<file path="src/rtl/tipi_reader_pkg.sv">
// Shared constants, state encoding and parity helper for the TIPI register read-out engine.
package tipi_reader_pkg;

  localparam int BYTE_W = 8;
  localparam int CNT_W  = 4;

  // Index of the final bit in a transfer: data only, or data plus parity.
  localparam logic [CNT_W-1:0] LAST_PLAIN  = 4'd7;
  localparam logic [CNT_W-1:0] LAST_PARITY = 4'd8;

  typedef enum logic {
    ST_IDLE,
    ST_SHIFT
  } state_e;

  // Odd parity: the returned bit makes the total count of ones odd.
  function automatic logic odd_par(input logic [0:BYTE_W-1] d);
    return ~^d;
  endfunction

endpackage

</file>
<file path="src/rtl/tipi_reg_reader_if.sv">
// Pi-side GPIO bundle: strobes and select driven by the Pi, serial data and status back.
interface tipi_reg_reader_if;
  logic r_reg;
  logic r_le;
  logic r_clk;
  logic r_dout;
  logic busy;
  logic done;

  modport master (output r_reg, r_le, r_clk, input r_dout, busy, done);
  modport slave  (input r_reg, r_le, r_clk, output r_dout, busy, done);
endinterface

</file>
<file path="src/rtl/tipi_reg_reader_sync_edge.sv">
// Multi-flop synchronizer for an asynchronous Pi strobe with a registered rising-edge pulse.
module tipi_sync_edge #(
  parameter int STAGES = 2
) (
  input  logic i_clk,
  input  logic i_reset,
  input  logic i_d,
  output logic o_level,
  output logic o_rise
);

  if (STAGES < 2) begin : g_bad_stages
    $error("tipi_sync_edge: STAGES must be at least 2");
  end

  logic [STAGES-1:0] r_sync;
  logic              r_prev;
  logic              r_rise;

  always_ff @(posedge i_clk) begin
    if (i_reset) begin
      r_sync <= '0;
      r_prev <= 1'b0;
      r_rise <= 1'b0;
    end else begin
      r_sync <= {r_sync[STAGES-2:0], i_d};
      r_prev <= r_sync[STAGES-1];
      r_rise <= r_sync[STAGES-1] & ~r_prev;
    end
  end

  assign o_level = r_sync[STAGES-1];
  assign o_rise  = r_rise;

endmodule

</file>
<file path="src/rtl/tipi_reg_reader.sv">
// Serial read-out of the TI-side td/tc latches to the Pi, bit 0 first.
// Define TIPI_READER_PARITY_EN to append an odd-parity bit (9-bit transfer).
module tipi_reg_reader
  import tipi_reader_pkg::*;
#(
  parameter int SYNC_STAGES = 2
) (
  input  logic              i_clk,
  input  logic              i_reset,
  input  logic [0:BYTE_W-1] i_td,
  input  logic [0:BYTE_W-1] i_tc,
  tipi_reg_reader_if.slave  pi
);

`ifdef TIPI_READER_PARITY_EN
  localparam logic [CNT_W-1:0] LAST = LAST_PARITY;
`else
  localparam logic [CNT_W-1:0] LAST = LAST_PLAIN;
`endif
  localparam int XFER_W = int'(LAST) + 1;

  logic w_le_rise, w_clk_rise;
  logic w_le_lvl, w_clk_lvl;
  logic w_unused_lvl;

  tipi_sync_edge #(.STAGES(SYNC_STAGES)) u_sync_le (
    .i_clk   (i_clk),
    .i_reset (i_reset),
    .i_d     (pi.r_le),
    .o_level (w_le_lvl),
    .o_rise  (w_le_rise)
  );

  tipi_sync_edge #(.STAGES(SYNC_STAGES)) u_sync_clk (
    .i_clk   (i_clk),
    .i_reset (i_reset),
    .i_d     (pi.r_clk),
    .o_level (w_clk_lvl),
    .o_rise  (w_clk_rise)
  );

  assign w_unused_lvl = w_le_lvl ^ w_clk_lvl;

  // Register select only needs a stable level; the Pi holds it ahead of r_le.
  logic [SYNC_STAGES-1:0] r_sel_sync;

  always_ff @(posedge i_clk) begin
    if (i_reset) r_sel_sync <= '0;
    else         r_sel_sync <= {r_sel_sync[SYNC_STAGES-2:0], pi.r_reg};
  end

  logic [0:BYTE_W-1] w_sel;
  logic [0:XFER_W-1] w_snap;

  assign w_sel = r_sel_sync[SYNC_STAGES-1] ? i_tc : i_td;

`ifdef TIPI_READER_PARITY_EN
  assign w_snap = {w_sel, odd_par(w_sel)};
`else
  assign w_snap = w_sel;
`endif

  state_e            r_state, w_state;
  logic [CNT_W-1:0]  r_cnt, w_cnt;
  logic [0:XFER_W-1] r_sh, w_sh;
  logic              r_sdo, w_sdo;
  logic              r_busy, w_busy;
  logic              r_done, w_done;

  always_ff @(posedge i_clk) begin
    if (i_reset) begin
      r_state <= ST_IDLE;
      r_cnt   <= '0;
      r_sh    <= '0;
      r_sdo   <= 1'b0;
      r_busy  <= 1'b0;
      r_done  <= 1'b0;
    end else begin
      r_state <= w_state;
      r_cnt   <= w_cnt;
      r_sh    <= w_sh;
      r_sdo   <= w_sdo;
      r_busy  <= w_busy;
      r_done  <= w_done;
    end
  end

  // A load strobe takes priority over everything, so a coincident shift edge is dropped.
  always_comb begin
    w_state = r_state;
    w_cnt   = r_cnt;
    w_sh    = r_sh;
    w_sdo   = r_sdo;
    w_busy  = r_busy;
    w_done  = 1'b0;
    if (w_le_rise) begin
      w_state = ST_SHIFT;
      w_cnt   = '0;
      w_sh    = w_snap;
      w_sdo   = w_snap[0];
      w_busy  = 1'b1;
    end else if (r_state == ST_SHIFT && w_clk_rise) begin
      if (r_cnt == LAST) begin
        w_state = ST_IDLE;
        w_cnt   = '0;
        w_sh    = '0;
        w_sdo   = 1'b0;
        w_busy  = 1'b0;
        w_done  = 1'b1;
      end else begin
        w_sh    = {r_sh[1:XFER_W-1], 1'b0};
        w_cnt   = r_cnt + 1'b1;
        w_sdo   = r_sh[1];
      end
    end
  end

  assign pi.r_dout = r_sdo;
  assign pi.busy   = r_busy;
  assign pi.done   = r_done;

endmodule

</file>
<file path="src/flat_wrapper.sv">
// flat-port wrapper written by rule: the top's interface ports become plain ports
module tipi_reg_reader_flat import tipi_reader_pkg::*;
#(
  parameter int SYNC_STAGES = 2
)
  (i_clk, i_reset, i_td, i_tc, pi_r_reg, pi_r_le, pi_r_clk, pi_r_dout, pi_busy, pi_done);
  tipi_reg_reader_if pi_i ();
  input  logic i_clk;
  input  logic i_reset;
  input  logic [0:BYTE_W-1] i_td;
  input  logic [0:BYTE_W-1] i_tc;
  input wire logic [$bits(pi_i.r_reg)-1:0] pi_r_reg;
  input wire logic [$bits(pi_i.r_le)-1:0] pi_r_le;
  input wire logic [$bits(pi_i.r_clk)-1:0] pi_r_clk;
  output wire logic [$bits(pi_i.r_dout)-1:0] pi_r_dout;
  output wire logic [$bits(pi_i.busy)-1:0] pi_busy;
  output wire logic [$bits(pi_i.done)-1:0] pi_done;
  assign pi_i.r_reg = pi_r_reg;
  assign pi_i.r_le = pi_r_le;
  assign pi_i.r_clk = pi_r_clk;
  assign pi_r_dout = pi_i.r_dout;
  assign pi_busy = pi_i.busy;
  assign pi_done = pi_i.done;
  tipi_reg_reader #(.SYNC_STAGES(SYNC_STAGES)) u_core (.i_clk(i_clk), .i_reset(i_reset), .i_td(i_td), .i_tc(i_tc), .pi(pi_i));
endmodule
</file>
<file path="config.mk">
export PLATFORM = sky130hd
export DESIGN_NAME = tipi_reg_reader_flat
export DESIGN_NICKNAME = d
export VERILOG_FILES = /design/src/rtl/tipi_reader_pkg.sv /design/src/rtl/tipi_reg_reader_if.sv /design/src/rtl/tipi_reg_reader_sync_edge.sv /design/src/rtl/tipi_reg_reader.sv /design/src/flat_wrapper.sv
export SDC_FILE = /design/constraint.sdc
export NUM_CORES = 1
export LEC_CHECK = 0
export ABC_AREA = 1
export BUFFER_PORTS_ARGS = -buffer_cell sky130_fd_sc_hd__buf_4
export CELL_PAD_IN_SITES_DETAIL_PLACEMENT = 0
export CELL_PAD_IN_SITES_GLOBAL_PLACEMENT = 2
export CORE_MARGIN = 4
export CORE_UTILIZATION = 30
export DETAILED_ROUTE_END_ITERATION = 8
export GPL_TIMING_DRIVEN = 1
export HOLD_SLACK_MARGIN = 0.15
export PLACE_DENSITY = 0.84
export RECOVER_POWER = 100
export SKIP_LAST_GASP = 1
export SYNTH_ARGS = -nofsm -noshare
export SYNTH_HDL_FRONTEND = slang
export SYNTH_SLANG_ARGS = --single-unit
</file>
<file path="constraint.sdc">
create_clock -name i_clk -period 1.68 [get_ports i_clk]
set_input_delay 0.168 -clock i_clk [delete_from_list [all_inputs] [get_ports i_clk]]
set_output_delay 0.168 -clock i_clk [all_outputs]
set_load 0.02 [all_outputs]
</file>
# ---- Word level (Yosys, flattened, before mapping)
# Index checks and enable logic that the tools add are counted.
dict set report totals {
  ff_bits 24
  inputBits 21
}
dict set report op_classes {
  addsub 1
  n_eq_ne 1
  muxes 12
  n_bitwise 5
  n_reduce_logical 6
}
# operator n
set ops {}
lappend ops {{$mux W7} 3}
lappend ops {{$mux W8} 1}
lappend ops {{$mux W1} 7}
lappend ops {{$add A4 B1 Y4 const B} 1}
lappend ops {{$eq A4 B3 Y1 const B} 1}
lappend ops {{$mux W4} 1}
lappend ops {{$reduce_bool A2 Y1} 2}
lappend ops {{$not A1 Y1} 3}
lappend ops {{$reduce_or A3 Y1} 1}
lappend ops {{$and A1 B1 Y1} 2}
lappend ops {{$reduce_and A2 Y1} 1}
lappend ops {{$reduce_or A2 Y1} 1}
lappend ops {{$logic_and A1 B1 Y1} 1}

# ---- Logic depth before layout (Yosys ltp)
# Gate-level depths: netlist (run 1).
dict set report logic_depth {
  depth_word 4
  ltp_mapped 8
  mapped_depth_nobuf 6
}

# ---- Modules after synthesis
# From an unflattened synthesis (run 1), not the netlist that was laid out.
dict set report hier_totals {
  hier_cells 164
  hier_area_um2 1131.1
}
# mod n_inst cells_each area_each_um2
set modules_own_cells {}
lappend modules_own_cells {tipi_reg_reader 1 140 900.9}
lappend modules_own_cells {tipi_sync_edge 2 12 115.1}

# ---- Least setup slack after synthesis (run 1)
# Ideal clock, no wire load.
dict set report synth_path {
  path_kind {register -> register}
  from {register, netlist name u_core.pi.busy}
  to {register u_core.r_sdo, in the netlist u_core.pi.r_dout}
  setup_time_ps 109
  arrival_ps 960
  setup_slack_ps 611
  path_stages_with_launch 7
  path_buffers 1
  period_less_slack_ps 1069
  path_cell_list {dfxtp_1 -> nand2_4 -> nand2_4 -> buf_6 -> nand3_1 -> nand2_1 -> inv_1}
}
# element line
set synth_rtl {}
lappend synth_rtl {{end signal: assignment} tipi_reg_reader.sv:82} ;# r_sdo <= w_sdo;
lappend synth_rtl {{end: declaration} tipi_reg_reader.sv:66} ;# logic r_sdo, w_sdo;

# ---- Final worst setup path (run 1)
dict set report layout_path {
  from {register u_core.r_cnt[0]}
  to {register u_core.r_sh[2] in the netlist's numbering}
}
dict set report layout_between {
  elab_chain_cells 4
}
# element line
set layout_lines {}
lappend layout_lines {{start: declaration} tipi_reg_reader.sv:64} ;# logic [CNT_W-1:0] r_cnt, w_cnt;
lappend layout_lines {{start signal: assignment} tipi_reg_reader.sv:80} ;# r_cnt <= w_cnt;
lappend layout_lines {{$eq A4 B3 Y1} tipi_reg_reader.sv:103} ;# if (r_cnt == LAST) begin
lappend layout_lines {{$mux W7} tipi_reg_reader.sv:103}
lappend layout_lines {{$mux W7} tipi_reg_reader.sv:102} ;# end else if (r_state == ST_SHIFT && w_clk_rise) begin
lappend layout_lines {{$mux W7} tipi_reg_reader.sv:96} ;# if (w_le_rise) begin
lappend layout_lines {{end signal: assignment} tipi_reg_reader.sv:81} ;# r_sh <= w_sh;
lappend layout_lines {{end: declaration} tipi_reg_reader.sv:65} ;# logic [0:XFER_W-1] r_sh, w_sh;
# Every way passes these cells. The select of a mux whose other input is x is not followed.
# A chain may end at the register's enable or synchronous reset.

==> results.md, run 1 <==
- Outcome: finished clean
- Share of cells above drive strength 1: 0.1799
- GPL Wtd Cong: between 0.7 and 0.8
- Net switching power: ~0.25 mW
- Arr. time, crit path: between 1 and 1.5 ns
- Post-Route WL: between 2000 and 2500 um
- Mux cell area share after synthesis: 0
- Seq/Total Area, Yosys: 0.4252
- # rows: 22
- Placed wire-length estimate: approximately 1600 um
- N_diodes: 0
- Highest-delay cell along the critical path: dfxtp_1
- Area grow syn2layout: 24.70%
- Worst-path clk slew: 0.09 ns
- Clock share of power: 0.420
- Met1 GRT Util: 0.1067
- Met2 usage: 0.1706
- Max cap viols: 0
- DRC viols: 0
- GRT busiest layer: met2
- Final period demand of the worst path: 1.261 ns
- Final worst slack: 0.4192 ns
- CP most frequent cell: nand3_1
- Compound-cell area share of the yosys netlist: 0.07530
- Most frequent cells in the layout: inv_1, nand2_1, nand3_1, dfxtp_1, buf_4
- Via count: roughly 1000
- PwrDens: about 860 nW/um2
- Avg WL per Cell: approximately 9.0 um
- Worst-Margin Slew: ~0.42 ns
- Register share of total power: 0.492
- Post-synthesis simple-gate area fraction: 0.2990
- Setup bufs post-CTS: 0
- H-Tree Depth: 1
- Crit end category: flop
- DR pass1 iterations: 2
- Commonest non-fill, non-tap cell in the layout: inv_1
- Largest family of logic cells by synthesized area: simple AND/OR/NAND/NOR gates
- First-pass GRT wire length: around 3900 um
- HP Class: primary input to flop
- Startpoint Class: flop
- Final net count: between 200 and 250
- #FFs+latches synth: 24
- Crit path largest cell delay: roughly 0.40 ns
- Synthesized instance count: around 160
- CTS Buffer Depth: 2
- Met3 Use GR: 0.03478
- CTS tree: done
- Max-slew violation count: 0
- Num CTS Buffers: 3
- Final Cycle Share: 0.7505
- Distinct cell type count after synthesis: 19
- Aggregate global routing overflow: 0
- XOR/XNOR share of the synthesized area: 0
- DP Worst Slack: 0.4476 ns
- RSZ-0062 raised after global routing: no
- VDD IR max: roughly 0.45 mV
- Synth Area in Adders: 0.01107
- Clock tree root buffer cell: clkbuf_8
- Syn_nets: ~190
- Port bufs: 23
- CORE AREA: 3661 um2
- Ys Warns: 0
- ANT nets after route: 0
- Vias in the first global route: 927
- F_max: roughly 790 MHz
- 1st-iter DRT viols: 54
- Worst Path Required: approximately 1.9 ns
- Critical path class: flop to flop
- Die Area: 4812 um2
- Initial antenna violation count: 0
- Setup Skew: 0.002201 ns
- Switching Fraction: 0.2079
- Die X: around 69 um
- Int Power: a little under 1 mW
- Comb power frac: 0.088
- R2R setup slack: ~0.42 ns
- Post-Syn Area: between 1000 and 1500 um2
- Final Setup Violations: 0
- Hold Vio Cnt, Final: 0
- Largest net degree at the start of global routing: 15
- Relative slew slack: 0.7222
- I/O pin total: 24
- Cells along the critical path: ha_1, nand3_1, nand3_1, nand3_1, nand2_1, inv_1
- GRT Overall Usage: 0.09581
- Chip height: 69.37 um
- Leak pwr: between 0.7 and 0.8 nW
- CTS Sinks: 24
- CP max FO: 7
- Syn Area/Cell: between 6 and 7 um2
- Initial core utilization: 0.3086
- DR vias/cell: roughly 4.3
- Setup TNS Final: 0 ns
- Clock Latency Late Sink: 0.27 ns
[stage by stage]
step / utilization / std cells / instance area [um2] / hold WS (ns) / total power, mW
2_1_floorplan: - / 164 / 1130 / 0.2456 / 0.6702
3_3_place_gp: 0.3602 / 230 / 1319 / 0.3708 / 0.7134
3_5_place_dp: 0.3602 / 230 / 1319 / 0.3771 / 0.7160
4_1_cts: 0.3879 / 237 / 1420 / 0.1501 / 1.240
5_1_grt: 0.3848 / 237 / 1409 / 0.1633 / 1.279
6_report: 0.3848 / 237 / 1409 / 0.1574 / 1.214
[path summary, 6_finish.rpt]
check / from / endpoint / cells after the start
setup / recovery: u_core.r_cnt[0] / u_core.r_sh[2] / 6
hold / removal: i_reset / u_core.r_sh[7] / 2
setup reg to reg: u_core.r_cnt[0] / u_core.r_sh[2] / 6
hold reg to reg: u_core.u_sync_clk.r_prev / u_core.u_sync_clk.o_rise / 1
[worst max-delay path, delay by kind of cell (launching register included)]
kind | cells | cell delay, ns
adders and majority gates | 1 | 0.21
buffers and inverters | 1 | 0.04
DFF | 1 | 0.40
and+or+nand+nor | 4 | 0.53
[cells in the mapped netlist (all sizes together)]
library cell  count  area, um2
inv              44      170.2
nand2            34      142.6
dfxtp            24      480.5
nand3            24      120.1
nor2             14      52.55
o21ai             9      56.31
a21oi             5      28.78
buf               5      43.79
nor3              2      10.01
ha                1      12.51
nand4             1      6.260
or2               1      6.260
[cell type report]
type | instances | area (um2)
Fill cell | 406 | 2252
Sequential cell | 24 | 480.5
Multi-Input combinational cell | 91 | 435.4
Timing Repair Buffer | 26 | 191.4
Inverter | 44 | 170.2
Tap cell | 48 | 60.06
Clock buffer | 3 | 41.29
Clock inverter | 1 | 30.03
[flip-flops by register name, indices dropped and copies added (netlist names)]
| signal | flops |
|---|---|
| u_core.pi.r_dout | 1 |
| u_core.u_sync_le.r_prev | 1 |
| u_core.r_sh | 7 |
| u_core.pi.done | 1 |
| u_core.u_sync_le.o_rise | 1 |
| u_core.u_sync_clk.r_prev | 1 |
| u_core.u_sync_clk.r_sync | 2 |
| u_core.u_sync_clk.o_rise | 1 |
| u_core.r_cnt | 4 |
| u_core.pi.busy | 1 |
| u_core.u_sync_le.r_sync | 2 |
| u_core.r_sel_sync | 2 |
[power by group through the flow]
stage	clock, mW	sequential, mW	combinational [mW]
after detailed placement	0	0.611	0.105
after floorplan	0	0.607	0.0629
final	0.510	0.597	0.107
after global placement	0	0.610	0.103
after CTS	0.531	0.598	0.111
after global routing	0.554	0.600	0.124
[repair_timing]
item | CTS | global route
resized for setup | 0 | 0
hold endpoints to repair | 3 | 0
hold buffers | 3 | 0
[layer usage]
layer  vias to the layer above  wire [um]  part of all wire
met5                         -          0                 0
met4                         0         12            0.0056
met3                         2         69             0.032
met2                         8       1109              0.52
met1                       464        951              0.44
li1                        537          -                 -
[logic make-up (layout without fill, tap and decap cells)]
family | after synthesis | after routing
buf+inv | 49 | 74
flops | 24 | 24
simple gates | 76 | 76
fa+ha+maj | 1 | 1
compound gates | 14 | 14
(Power assumes the default switching activity.)
==> inputs of run 2 (changes only) <==
Settings changed: CORE_UTILIZATION 30 to 25, PLACE_DENSITY 0.84 to 0.76.
Clock period 1.68 ns to 1.1 ns, I/O delays scaled along.
==> results.md, run 2 (synthesis results as in run 1) <==
- WHS: 0.2203 ns (+0.06290 ns)
- Largest net degree at the start of global routing: 15 (unchanged)
- H-Tree Depth: 1 (unchanged)
- Clock tree root buffer cell: clkbuf_8
- Placed cells: 237 (+3.0%)
- Post-Route WL: 2341 um (+9.2%)
- Outcome: finished clean
- F_max: around 1000 MHz
- ANT nets after route: 0 (unchanged)
- CTS Sinks: 24 (unchanged)
- # rows: 24 (+9.1%)
- Final period demand of the worst path: ~1.0 ns
- PwrDens: 1234 nW/um2 (+43%)
- Switching Fraction: 0.2047 (-0.003211)
- Worst Hold Launch: i_td[7]
- Vias in the first global route: 949 (+2.4%)
- GRT Overall Usage: 0.08642 (-0.009392)
- Largest registers: u_core.r_sh (7), u_core.r_cnt (4)
- Relative slew slack: 0.8295 (+0.1074)
- Worst-path clk slew: 0.09 ns (about the same)
- Port bufs: 23 (unchanged)
- CTS Buffer Depth: 2 (unchanged)
- Register share of total power: 0.490 (-0.002)
- Placed wire-length estimate: 1772 um (+7.6%)
- Die Area: 5659 um2 (+18%)
- Aggregate global routing overflow: 0 (unchanged)
- Initial core utilization: 0.2595 (-0.04913)
- I/O pin total: 24 (unchanged)
- Setup Skew: 0.002941 ns (+0.0007402 ns)
- Hold path depth: 5 (+3)
- Worst reg2reg endpoint: u_core.r_cnt[0]
- DR pass1 iterations: 4 (+2)
- Comb power frac: 0.096 (+0.008)
- Layout Cells excl Fill: 246 (+3.8%)
- Clock Latency Late Sink: 0.26 ns (about the same)
- Max FFs per register: 7 (unchanged)
- Initial antenna violation count: 0 (unchanged)
- Worst-Margin Slew: 0.2568 ns (-0.1594 ns)
- Share of cells above drive strength 1: 0.2423 (+0.06237)
- Final net count: 217 (+2.4%)
- Worst Path Required: 1.32 ns (-0.54 ns)
- Crit end category: flop
- Die X: 75.23 um (+8.4%)
- Power after layout: 1.859 mW (+53%)
- Most flops, register: u_core.r_sh
- N_diodes: 0 (unchanged)
- Critical path class: primary input to flop
- R2R setup slack: 0.09 ns (-0.33 ns)
- Hold Vio Cnt, Final: 0 (unchanged)
- Worst reg2reg path depth: 6 (unchanged)
- Chip height: 75.23 um (+8.4%)
- Clock share of power: 0.414 (-0.006)
- VDD IR max: 0.6757 mV (+52%)
- Final Setup Violations: 0 (unchanged)
- Max cap viols: 0 (unchanged)
- 1st-iter DRT viols: 15 (-72%)
- Int Power: 1.478 mW (+54%)
- GPL Wtd Cong: 0.7367 (+3.4%)
- Commonest non-fill, non-tap cell in the layout: inv_1
- Final Cycle Share: 0.9236
- CP max FO: 14 (+7)
- Most frequent cells in the layout: inv_1, nand2_1, buf_4
- Startpoint Class: primary input
- HP Class: primary input to flop
- Reg-to-reg critical path startpoint: u_core.r_cnt[1]
- Max-slew violation count: 0 (unchanged)
- Arr. time, crit path: 1.23 ns (-0.21 ns)
- Num CTS Buffers: 3 (unchanged)
- Hold endpoint: u_core.r_sh[7]
- CORE AREA: 4354 um2 (+19%)
- Avg WL per Cell: 9.516 um (+5.2%)
- DR vias/cell: 4.163 (-2.4%)
- Area grow syn2layout: 33.33%
- CTS tree: done
- Net switching power: 0.3805 mW (+51%)
- RSZ-0062 raised after global routing: yes
- DRC viols: 0 (unchanged)
- Leak pwr: 0.7850 nW (+4.0%)
- Via count: 1024 (+1.3%)
- First-pass GRT wire length: 3877 um (+0.52%)
-- run 2: cell types whose count changed in the layout (fill, tap and decap cells not counted), moves of 3 or more --
cell,previous run,this run
buf_4,17,24
clkbuf_4,3,0
dfxtp_1,24,20
dfxtp_2,0,4
o21ai_0,5,1
o21ai_1,1,5
-- run 2: critical path, stage by stage --
cell and delay, ns:
dlygate4sd3_1 0.54, buf_4 0.19, inv_2 0.14, o21ai_0 0.11, inv_1 0.06, nand2_1 0.04
inv_1 0.04
-- run 2: per-stage QoR --
| step | util | cell area [um2] | setup TNS (ns) | setup slack, ns |
|---|---|---|---|---|
| 6_report | 0.3460 | 1506 | 0 | 0.08405 |
| 5_1_grt | 0.3460 | 1506 | -0.08589 | -0.03139 |
| 4_1_cts | 0.3382 | 1473 | 0 | 0.002801 |
| 3_5_place_dp | 0.3092 | 1346 | -0.4491 | -0.07187 |
| 3_3_place_gp | 0.3092 | 1346 | -0.1280 | -0.02939 |
| 2_1_floorplan | - | 1130 | 0 | 0.03106 |
-- run 2: layer usage --
metal / part of all wire / global-route usage / vias to the layer above
met1: 0.42 / 0.1057 / 462
met4: 0.0038 / 0.01165 / 0
met5: 0 / 0 / -
met2: 0.54 / 0.1518 / 12
met3: 0.033 / 0.02804 / 2
li1: - / - / 548
-- run 2: worst max-delay path by stage --
stage | start | endpoint | slack (ns) | cells past startpoint
CTS | u_core.r_cnt[0] | u_core.r_sh[1] | 0.003 | 6
global placement | u_core.r_cnt[0] | u_core.r_sh[2] | -0.03 | 6
global route | i_reset | u_core.r_sh[5] | -0.03 | 7
detailed placement | u_core.r_cnt[0] | u_core.r_sh[5] | -0.07 | 6
floorplan | u_core.pi.busy | u_core.r_sh[1] | 0.03 | 6
finish | i_reset | u_core.pi.r_dout | 0.08 | 7
-- run 2: area by class of cell --
cell class	count	area [um2]
flip-flops and latches	24	485.5
clock buffers	3	41.29
repair buffers	31	237.7
fillers	473	2848
multi-input cells	91	476.7
well taps	52	65.06
clock inverters	1	30.03
inverters	44	170.2
-- run 2: power groups by stage --
stage	Clock, mW	Sequential (mW)	Combinational (mW)
final	0.769	0.911	0.178
after global routing	0.838	0.915	0.204
after CTS	0.798	0.911	0.178
after detailed placement	0	0.931	0.164
after global placement	0	0.930	0.161
after floorplan	0	0.928	0.0961
-- run 2: repair_timing --
action                                  4_1_cts  5_1_grt
buffers inserted                              0        0
pin swaps                                     0        3
endpoints found under the hold margin        12        0
endpoints found under the setup margin        7       10
hold buffers                                  5        0
gates resized for setup                       1       16
==> inputs of run 3 (changes only) <==
Settings changed: ABC_AREA 1 to not set, CORE_UTILIZATION 25 to 28, SETUP_SLACK_MARGIN set to 0.15, TNS_END_PERCENT set to 100.
==> results.md, run 3 <==
- Comb power frac: 0.121 (+0.025)
- Worst-Margin Slew: 0.2502 ns (-0.006573 ns)
- 1st-iter DRT viols: 22 (+7)
- Initial antenna violation count: 0 (unchanged)
- Final Cycle Share: 1.062 (+0.1386)
- Max-slew violation count: 0 (unchanged)
- Clock share of power: 0.331 (-0.083)
- Outcome: complete, but fails checks
- Fill cells: 337 (-29%)
- F_max: 855.8 MHz (-13%)
- Placed cells: 174 (-27%)
- DR vias/cell: 4.454 (+7.0%)
- CORE AREA: 3390 um2 (-22%)
- DR pass1 iterations: 3 (-1)
- CTS tree: done
- Area of placed instances: 1306 um2 (-3.0%)
- Post-Syn Area: 999.7 um2 (-12%)
- Via count: 824 (-20%)
- Relative slew slack: 0.8339 (+0.004363)
- Final Setup Violations: 8 (+8)
- CTS Sinks: 24 (unchanged)
- Clock tree root buffer cell: clkbuf_4
- Critical path class: flop to flop
- Seq/Total Area, Yosys: 0.4806 (+0.05535)
- Distinct cell type count after synthesis: 22 (+3)
- Crit end category: flop
- Worst-path clk slew: 0.14 ns (+0.05 ns)
- # rows: 21 (-13%)
- H-Tree Depth: 1 (unchanged)
- Num CTS Buffers: 3 (unchanged)
- Setup Skew: 0.006096 ns (+0.003155 ns)
- Area leader, netlist: dfxtp_1
- CTS Buffer Depth: 2 (unchanged)
- Die X: 67.75 um (-9.9%)
- Setup TNS Final: -0.3962 ns (-0.3962 ns)
- Placed wire-length estimate: 1469 um (-17%)
- Leak pwr: 0.6107 nW (-22%)
- #FFs+latches synth: 24 (unchanged)
- Top cells by count, synth: dfxtp_1, nor2b_1, mux2i_1, nand3_1, nor2_1
- N_diodes: 0 (unchanged)
- Int Power: 1.300 mW (-12%)
- Share of flip-flops with an asynchronous set or reset: 0 (unchanged)
- Most frequent cells in the layout: buf_4, dfxtp_1, nor2b_1
- Synth top area share: 0.4806 (+0.05535)
- Most flops, register: u_core.r_sh
- Ys Warns: 0 (unchanged)
- Final Instance Area: 1526 um2 (+1.3%)
- Net switching power: 0.3631 mW (-4.6%)
- Syn_nets: 121 (-35%)
- Area grow syn2layout: 52.69%
- Most common cell in the synthesized netlist: dfxtp_1
- RSZ-0062 raised after global routing: yes
- VDD IR max: 0.8252 mV (+22%)
- ANT nets after route: 0 (unchanged)
- Max cap viols: 0 (unchanged)
- Max FFs per register: 7 (unchanged)
- Switching Fraction: 0.2183 (+0.01363)
- Clock Latency Late Sink: 0.31 ns (+0.05 ns)
- First-pass GRT wire length: 3615 um (-6.8%)
- Largest registers: u_core.r_sh (7), u_core.r_cnt (4)
- GRT Overall Usage: 0.1039 (+0.01748)
- I/O pin total: 24 (unchanged)
- DRC viols: 0 (unchanged)
- Dominant cells by area after synthesis: dfxtp_1, mux2i_1, mux2_2
- Failing checks: negative setup slack
- Synthesized instance count: 99 (-40%)
- Commonest non-fill, non-tap cell in the layout: buf_4
- Worst Path Required: 1.35 ns (+0.03 ns)
- PwrDens: 1090 nW/um2 (-12%)
- Ys flop type: dfxtp_1
- Final net count: 162 (-25%)
- Avg WL per Cell: 11.83 um (+24%)
- Power after layout: 1.663 mW (-11%)
- Hold Vio Cnt, Final: 0 (unchanged)
- Vias in the first global route: 805 (-15%)
- Chip height: 67.75 um (-9.9%)
- Share of cells above drive strength 1: 0.5180 (+0.2757)
- Aggregate global routing overflow: 0 (unchanged)
- Syn Area/Cell: 10.10 um2 (+47%)
- EDFF count, synth: 0 (unchanged)
- Die Area: 4590 um2 (-19%)
- Post-Route WL: 2189 um (-6.5%)
- HP Class: primary input to flop
- Initial core utilization: 0.2949 (+0.03546)
- Arr. time, crit path: 1.42 ns (+0.19 ns)
- Largest net degree at the start of global routing: 22 (+7)
- Final worst slack: -0.06843 ns (-0.1525 ns)
- CP max FO: 8 (-6)
- Register share of total power: 0.547 (+0.057)
- Startpoint Class: flop
- Layout Cells excl Fill: 185 (-25%)
- Port bufs: 23 (unchanged)
- Final period demand of the worst path: 1.168 ns (+0.1525 ns)
- GPL Wtd Cong: 0.7182 (-2.5%)
## run 3: critical path, stage by stage (launching register included)
cell and delay (ns):
dfxtp_2 0.36, ha_4 0.15, nand3b_1 0.13, buf_6 0.17, nand3_2 0.09, a211oi_2 0.20
## run 3: cell type report
| class | count | area, um2 | share of cell area |
|---|---|---|---|
| Tap cell | 46 | 57.56 | 0.03771 |
| Timing Repair Buffer | 41 | 345.3 | 0.2262 |
| Sequential cell | 24 | 490.5 | 0.3213 |
| Inverter | 2 | 8.758 | 0.005738 |
| Clock buffer | 4 | 47.55 | 0.03115 |
| Multi-Input combinational cell | 68 | 576.8 | 0.3779 |
## run 3: kinds of logic (layout without fill, tap and decap cells)
family / after synthesis / in the layout / share of synthesized area
xor gates and xnor gates: 2 / 2 / 0.01753
adders and majority gates: 1 / 1 / 0.01251
AOI/OAI and AO/OA: 14 / 14 / 0.09137
muxes: 16 / 16 / 0.1690
and+or+nand+nor: 35 / 35 / 0.1840
buffers and inverters: 7 / 47 / 0.04504
DFF: 24 / 24 / 0.4806
## run 3: repair_timing
action / in CTS / in global routing
endpoints found under the hold margin: 18 / 0
hold buffers: 4 / 0
setup endpoints to repair: 14 / 17
resized for setup: 10 / 19
gates cloned: 0 / 0
pin swaps: 3 / 4
setup buffers: 1 / 2
## run 3: path summary, 6_finish.rpt
kind	startpoint	endpoint	slack, ns	depth (start not counted)
setup / recovery	u_core.r_cnt[0]	u_core.r_sh[3]	-0.07	5
hold / removal	i_td[7]	u_core.r_sh[7]	0.17	4
setup reg to reg	u_core.r_cnt[0]	u_core.r_sh[3]	-0.07	5
hold reg to reg	u_core.u_sync_clk.r_prev	u_core.u_sync_clk.o_rise	0.38	1
## run 3: power by group through the flow
stage               combinational (mW)  sequential (mW)  clock, mW
finish                           0.202            0.910      0.551
CTS                              0.181            0.908      0.578
floorplan                       0.0838            0.927          0
global route                     0.221            0.914      0.617
detailed placement               0.162            0.926          0
global placement                 0.161            0.926          0
## run 3: metrics by stage
step | utilization | worst slack [ns] | hold WS (ns)
after global routing | 0.4504 | -0.1371 | 0.2036
after CTS | 0.4238 | -0.05867 | 0.1627
after detailed placement | 0.3854 | -0.04850 | 0.3285
after global placement | 0.3854 | -0.03232 | 0.3204
final | 0.4504 | -0.06843 | 0.1742
after floorplan | - | 0.03757 | 0.1891
## run 3: layer usage
layer | share of wire | global-route usage
met2 | 0.49 | 0.1701
met5 | 0 | 0
met3 | 0.050 | 0.04160
met4 | 0.0064 | 0.01519
met1 | 0.46 | 0.1303
